$ cat config.mk
export PLATFORM = sky130hd
export DESIGN_NAME = player_anim_sequencer
export DESIGN_NICKNAME = d
export VERILOG_FILES = /design/src/rtl/player_anim_sequencer.sv
export SDC_FILE = /design/constraint.sdc
export NUM_CORES = 1
export LEC_CHECK = 0
export CORE_MARGIN = 2
export CORE_UTILIZATION = 35
export CTS_BUF_LIST = sky130_fd_sc_hd__clkbuf_16
export CTS_CLUSTER_SIZE = 24
export DETAILED_ROUTE_END_ITERATION = 10
export DONT_BUFFER_PORTS = 1
export SLEW_MARGIN = 20
export SYNTH_ARGS = -nofsm -noshare
export SYNTH_HDL_FRONTEND = slang
export SYNTH_SLANG_ARGS = --single-unit
$ cat constraint.sdc
create_clock -name Clk -period 7.4 [get_ports Clk]
set_input_delay 1.48 -clock Clk [delete_from_list [all_inputs] [get_ports Clk]]
set_output_delay 1.48 -clock Clk [all_outputs]
set_load 0.01 [all_outputs]
$ cat src/rtl/player_anim_sequencer.sv
// Player sprite animation controller: stand/run/jump/dead state machine that
// steps sprite frames on vsync ticks and presents a registered ROM word offset.
module player_anim_sequencer #(
   parameter int unsigned FRAME_WORDS     = 1080,
   parameter int unsigned TICKS_PER_FRAME = 6,
   parameter int unsigned STAND_BASE      = 0,
   parameter int unsigned RUN_BASE        = 1,
   parameter int unsigned RUN_FRAMES      = 6,
   parameter int unsigned JUMP_BASE       = 7,
   parameter int unsigned JUMP_FRAMES     = 4,
   parameter int unsigned DEAD_BASE       = 11,
   parameter int unsigned DEAD_FRAMES     = 3
) (
   input  logic        Clk,
   input  logic        Reset_n,
   input  logic        frameTick,
   input  logic        moveLeft,
   input  logic        moveRight,
   input  logic        jumpReq,
   input  logic        onGround,
   input  logic        hit,
   input  logic        respawn,
   output logic [31:0] animationOffset,
   output logic        playerDirection,
   output logic [1:0]  animState,
   output logic        deathDone
);

   localparam int unsigned MAX_RJ     = (RUN_FRAMES > JUMP_FRAMES) ? RUN_FRAMES : JUMP_FRAMES;
   localparam int unsigned MAX_FRAMES = (MAX_RJ > DEAD_FRAMES) ? MAX_RJ : DEAD_FRAMES;
   localparam int unsigned IDX_W      = (MAX_FRAMES > 1) ? $clog2(MAX_FRAMES) : 1;
   localparam int unsigned TICK_W     = (TICKS_PER_FRAME > 1) ? $clog2(TICKS_PER_FRAME) : 1;

   localparam logic [IDX_W-1:0]  RUN_LAST   = IDX_W'(RUN_FRAMES - 1);
   localparam logic [IDX_W-1:0]  JUMP_LAST  = IDX_W'(JUMP_FRAMES - 1);
   localparam logic [IDX_W-1:0]  DEAD_LAST  = IDX_W'(DEAD_FRAMES - 1);
   localparam logic [TICK_W-1:0] TICK_LAST  = TICK_W'(TICKS_PER_FRAME - 1);
   localparam logic [31:0]       RESET_OFFSET = 32'(STAND_BASE * FRAME_WORDS);

   typedef enum logic [1:0] {
      ST_STAND = 2'd0,
      ST_RUN   = 2'd1,
      ST_JUMP  = 2'd2,
      ST_DEAD  = 2'd3
   } state_t;

   state_t              state, state_n;
   logic [IDX_W-1:0]    frame_idx, frame_idx_n;
   logic [TICK_W-1:0]   tick_cnt, tick_cnt_n;
   logic                direction_n;
   logic                death_done_n;
   logic [31:0]         offset_n;
   logic                one_move;

   function automatic logic [31:0] base_of(input state_t s);
      case (s)
         ST_RUN:  return 32'(RUN_BASE);
         ST_JUMP: return 32'(JUMP_BASE);
         ST_DEAD: return 32'(DEAD_BASE);
         default: return 32'(STAND_BASE);
      endcase
   endfunction

   assign one_move = moveLeft ^ moveRight;

   always_comb begin
      state_n      = state;
      frame_idx_n  = frame_idx;
      tick_cnt_n   = tick_cnt;
      direction_n  = playerDirection;

      // Transition priority: hit, dead/respawn, jump take-off, landing, ground movement
      if (hit && state != ST_DEAD) begin
         state_n = ST_DEAD;
      end else begin
         case (state)
            ST_DEAD: begin
               if (respawn && deathDone) state_n = ST_STAND;
            end
            ST_JUMP: begin
               if (onGround && frame_idx != '0) state_n = one_move ? ST_RUN : ST_STAND;
            end
            default: begin
               if (jumpReq && onGround) state_n = ST_JUMP;
               else                     state_n = one_move ? ST_RUN : ST_STAND;
            end
         endcase
      end

      if (state != ST_DEAD) begin
         if (moveLeft && !moveRight)      direction_n = 1'b1;
         else if (moveRight && !moveLeft) direction_n = 1'b0;
      end

      if (state_n != state) begin
         frame_idx_n = '0;
         tick_cnt_n  = '0;
      end else if (tick_cnt == TICK_LAST) begin
         tick_cnt_n = '0;
         case (state)
            ST_RUN:  frame_idx_n = (frame_idx == RUN_LAST) ? '0 : frame_idx + 1'b1;
            ST_JUMP: frame_idx_n = (frame_idx == JUMP_LAST) ? frame_idx : frame_idx + 1'b1;
            ST_DEAD: frame_idx_n = (frame_idx == DEAD_LAST) ? frame_idx : frame_idx + 1'b1;
            default: frame_idx_n = '0;
         endcase
      end else begin
         tick_cnt_n = tick_cnt + 1'b1;
      end

      offset_n     = (base_of(state_n) + 32'(frame_idx_n)) * 32'(FRAME_WORDS);
      death_done_n = (state_n == ST_DEAD) && (frame_idx_n == DEAD_LAST);
   end

   // Everything, outputs included, moves only on a frame tick so a video frame never sees a partial update
   always_ff @(posedge Clk or negedge Reset_n) begin
      if (!Reset_n) begin
         state           <= ST_STAND;
         frame_idx       <= '0;
         tick_cnt        <= '0;
         animationOffset <= RESET_OFFSET;
         playerDirection <= 1'b0;
         deathDone       <= 1'b0;
      end else if (frameTick) begin
         state           <= state_n;
         frame_idx       <= frame_idx_n;
         tick_cnt        <= tick_cnt_n;
         animationOffset <= offset_n;
         playerDirection <= direction_n;
         deathDone       <= death_done_n;
      end
   end

   assign animState = state;

endmodule

Word-level counts from Yosys, hierarchy flattened --
Cells that the tools add are included. Widths: inputs -> output; s select.
Storage, ports and cells: register bits 39, bits in read-only memories 0, RAM bits 0, output and inout port bits 36, memories kept 0, logic and storage cells 53, latch bits 0
Cells by class: divide/modulo/power cells 0, equal/unequal tests 13, shift-type cells 0, $lt $le $gt $ge 0, reductions and logical operators 12, multiplexer cells 17, bitwise gates (word level) 1, add/subtract/negate cells 3, multiply operators 1
Operator list (number):
- $add 32x3->32 | 1
- $mul 32x8->29 const B | 1
- $mux 3 | 7
- $pmux 4 s3 | 1
- $eq 3x2->1 const B | 3
- $pmux 3 s3 | 1
- $eq 2x2->1 const B | 4
- $mux 2 | 4
- $logic_and 1x1->1 | 7
- $add 3x1->3 const B | 2
- $eq 3x3->1 const B | 2
- $eq 2x1->1 const B | 2
- $pmux 2 s2 | 1
- $mux 1 | 3
- $reduce_and 3->1 | 1
- $reduce_bool 3->1 | 1
- $logic_not 1->1 | 2
- $ne 2x2->1 | 1
- $ne 2x2->1 const B | 1
- $reduce_bool 2->1 | 1
- $xor 1x1->1 | 1

Logic depth before layout (Yosys ltp) --
depth in word-level cells 9, depth in mapped cells 25

Worst setup path after synthesis --
Ideal clock, no wire load.
path type input-to-reg, start input port moveRight, end register animationOffset[12], setup time 0.137 ns, slack 1.264 ns, cell stages on the path 23, required time 7.263 ns, arrival 5.999 ns, cells stage by stage inv_1 -> ha_1 -> nor2b_1 -> mux2_2 -> nand2_1 -> a31o_2 -> nor2b_1 -> ha_1 -> inv_1 -> fa_1 -> xnor2_1 -> ha_1 -> ha_1 -> fa_1 -> ha_1 -> inv_1 -> fa_1 -> nor2b_1 -> o21ai_0 -> a21boi_0 -> o21ai_0 -> xnor2_1 -> a21oi_1
Between the ends: cells in the longest elaborated chain, start to end 9
RTL lines:
- start: declaration | RTL line 18 | input logic moveRight,
- $xor 1x1->1 * | RTL line 64 | assign one_move = moveLeft ^ moveRight;
- $mux 1 * | RTL line 81, 85
- $mux 2 (on tied branches) | RTL line 84, 81
- $pmux 2 s2 * | RTL line 76 | case (state)
- $mux 2 * | RTL line 73 | if (hit && state != ST_DEAD) begin
- $ne 2x2->1 * | RTL line 95 | if (state_n != state) begin
- $mux 3 * | RTL line 95
- via frame_idx_n[0] | RTL line 48 | logic [IDX_W-1:0] frame_idx, frame_idx_n;
- $add 32x3->32 * | RTL line 110 | offset_n = (base_of(state_n) + 32'(frame_idx_n)) * 32'(FRAME_WORDS);
- $mul 32x8->29 * | RTL line 110
- end signal: assignment | RTL line 127 | animationOffset <= offset_n;
- end: declaration | RTL line 23 | output logic [31:0] animationOffset,
The timed path passes the listed nets; every way through them passes the cells marked *. A chain may end at the register's enable or synchronous reset.

Worst setup path in the final report --
Ends and elaborated chain as after synthesis.

==> impl_results.md <==
- Post-route minimum period: 6.26 ns
- Leading cell type in the layout, fill and taps excluded: ha_1
- # DRC: 0
- Via/cell ratio: 4.88
- Final antenna diode count: 0
- Post-synth cell types: 44
- Clk_skew: 0.00235 ns
- Final Util: 0.367
- Hold_ws: 0.531 ns
- Proportion of layout cells with a drive suffix above 1: 0.107
- CP Launch Type: primary input
- Initial core utilization: 0.357
- Clock root cell: clkbuf_16
- Number of synthesized flops with an enable pin: 0
- CTS sink cnt: 23
- Slew at the pin closest to its max-slew limit: 0.713 ns
- Final wirelength: 3810 um
- CTS Buf Count: 3
- Core area: 0.00585 mm^2
- Total GRT Usage: 0.129
- Critical Path Sink Type: flip-flop
- Drt pass-1 iters: 4
- CTS tree: done
- Die height: 81.2 um
- Req. time, crit path: 7.59 ns
- Grt ovf: 0
- Endpoints failing hold: 0
- Num ports: 45
- DR WL/cell: 12.7 um
- Port buffer count: 0
- Largest net degree at the start of global routing: 35
- Seq/Total Area, Yosys: 0.276
- Hold crit path type: reg2reg
- Post-cts sizing count: 0
- Area growth syn-to-layout: 3.06%
- CTS Hold Buffers Added: 0
- Synthesized flop and latch total: 23
- First-pass GRT wire length: 6580 um
- Maxcap violations: 0
- Commonest cells after routing, fill and taps aside: ha_1, inv_1, dfrtp_1
- Mapped Avg Cell Area: 9.11 um^2
- Routability cong.: 0.762
- Vias post-DR: 1465
- Kind of critical path: in2reg
- Die Span X: 81.2 um
- Fmax: 160 MHz
- Synthesized instance count: 229
- Fraction of registers with async set/reset: 1.00
- Post-route ant nets: 0
- Initial antenna violation count: 0
- Setup violations, final: 0
- Status: finished, final reports clean
- Tcrit/Tclk final: 0.846
- Post-synth top flop: dfrtp_1
- Clock buffer depth: 2
- Vias in the first global route: 1437
- Post-route setup TNS: 0 ns
- CTS HTree Levels: 1
- Slew Viols, Final: 0
- Largest fanout on the critical path: 7
- DRT iter0 DRCs: 57
- Synth warn: 0
- Post-CTS setup buffers: 0
- RSZ-0062 raised after global routing: false
- Row count: 28
- Critical Path AT: 6.44 ns
- Worst-skew pair later-pin latency: 0.26 ns
- Die ar.: 0.00659 mm^2
- CTS clock-pin slew for the worst setup and hold paths: 0.06 ns
- Layout net count: 266
- DP HPWL: 2970 um
- Max_slew headroom: 0.525
- Mapped Area: 0.00209 mm^2
## worst max-delay path: stages
cell	delay [ns]
inv_1	0.02
ha_1	0.32
nor2b_1	0.11
mux2_2	0.15
nand2_1	0.06
a31o_2	0.32
nor2b_1	0.13
ha_1	0.19
inv_1	0.06
fa_1	0.39
xnor2_1	0.46
ha_1	0.32
ha_1	0.29
fa_1	0.55
ha_1	0.16
inv_1	0.05
fa_1	0.39
nor2b_1	0.11
o21ai_0	0.10
a21boi_0	0.33
o21ai_0	0.16
xnor2_1	0.14
a21oi_1	0.14
## state kept, by name (all words and copies together), names as in the netlist
signal	flops
playerDirection	1
deathDone	1
animationOffset	13
tick_cnt	3
animState	2
frame_idx	3
## per-stage QoR
stage	worst slack, ns	cell area, um^2	instances
floorplan	1.26	2150	247
global placement	1.00	2070	296
detailed placement	0.844	2070	296
finish	1.14	2150	300
CTS	1.11	2150	300
global route	0.755	2150	300
## per-layer routing
layer | global-route usage | wire, um | vias to the layer above
met5 | 0 | 0 | -
met3 | 0.0289 | 296 | 5
met4 | 0.0458 | 53 | 0
met2 | 0.210 | 1680 | 54
li1 | - | - | 732
met1 | 0.168 | 1780 | 674
## kinds of logic (layout without fill, tap and decap cells)
| group | after synthesis | in the layout | synth area share |
|---|---|---|---|
| flip-flops | 23 | 23 | 0.276 |
| buffers and inverters | 51 | 29 | 0.130 |
| other | 1 | 19 | 0.00180 |
| multiplexers | 13 | 13 | 0.0690 |
| XOR/XNOR | 7 | 7 | 0.0330 |
| adder cells (fa/ha/maj) | 31 | 31 | 0.204 |
| AND/OR/NAND/NOR | 60 | 60 | 0.139 |
| AO/OA/AOI/OAI | 43 | 43 | 0.147 |
## synth_stat cells, types with 4 or more instances
cell,number,area share
ha_1,26,0.16
inv_1,25,0.045
dfrtp_1,23,0.28
buf_4,21,0.076
nor2_1,20,0.036
nand2_1,15,0.027
a21oi_1,12,0.029
mux2_2,11,0.059
nor2b_1,8,0.024
o21ai_0,8,0.019
xnor2_1,6,0.025
fa_1,5,0.048
nand3_1,5,0.012
clkbuf_1,4,0.0072
nand3b_1,4,0.014
## layout make-up
cell class | instances | area, um^2
fill | 610 | 3700
inverter | 25 | 93.8
clock buffer | 3 | 75.1
sequential | 23 | 576
multi-input combinational | 173 | 1310
clock inverter | 1 | 5.00
tap | 75 | 93.8
## worst paths after layout
kind | from | end | slack [ns] | cells after the start
worst max-delay path | moveRight | animationOffset[12] | 1.14 | 23
worst min-delay path | tick_cnt[2] | tick_cnt[2] | 0.53 | 1
worst max register to register | animState[0] | animationOffset[12] | 1.48 | 21
worst min register to register | tick_cnt[2] | tick_cnt[2] | 0.53 | 1
max in group asynchronous | Reset_n | animState[0] | 6.42 | 0
min in group asynchronous | Reset_n | animationOffset[4] | 0.91 | 0
Power is left out: the tool's default activity adds up to more than one toggle a clock period on the data nets, which glitch-free logic cannot reach.
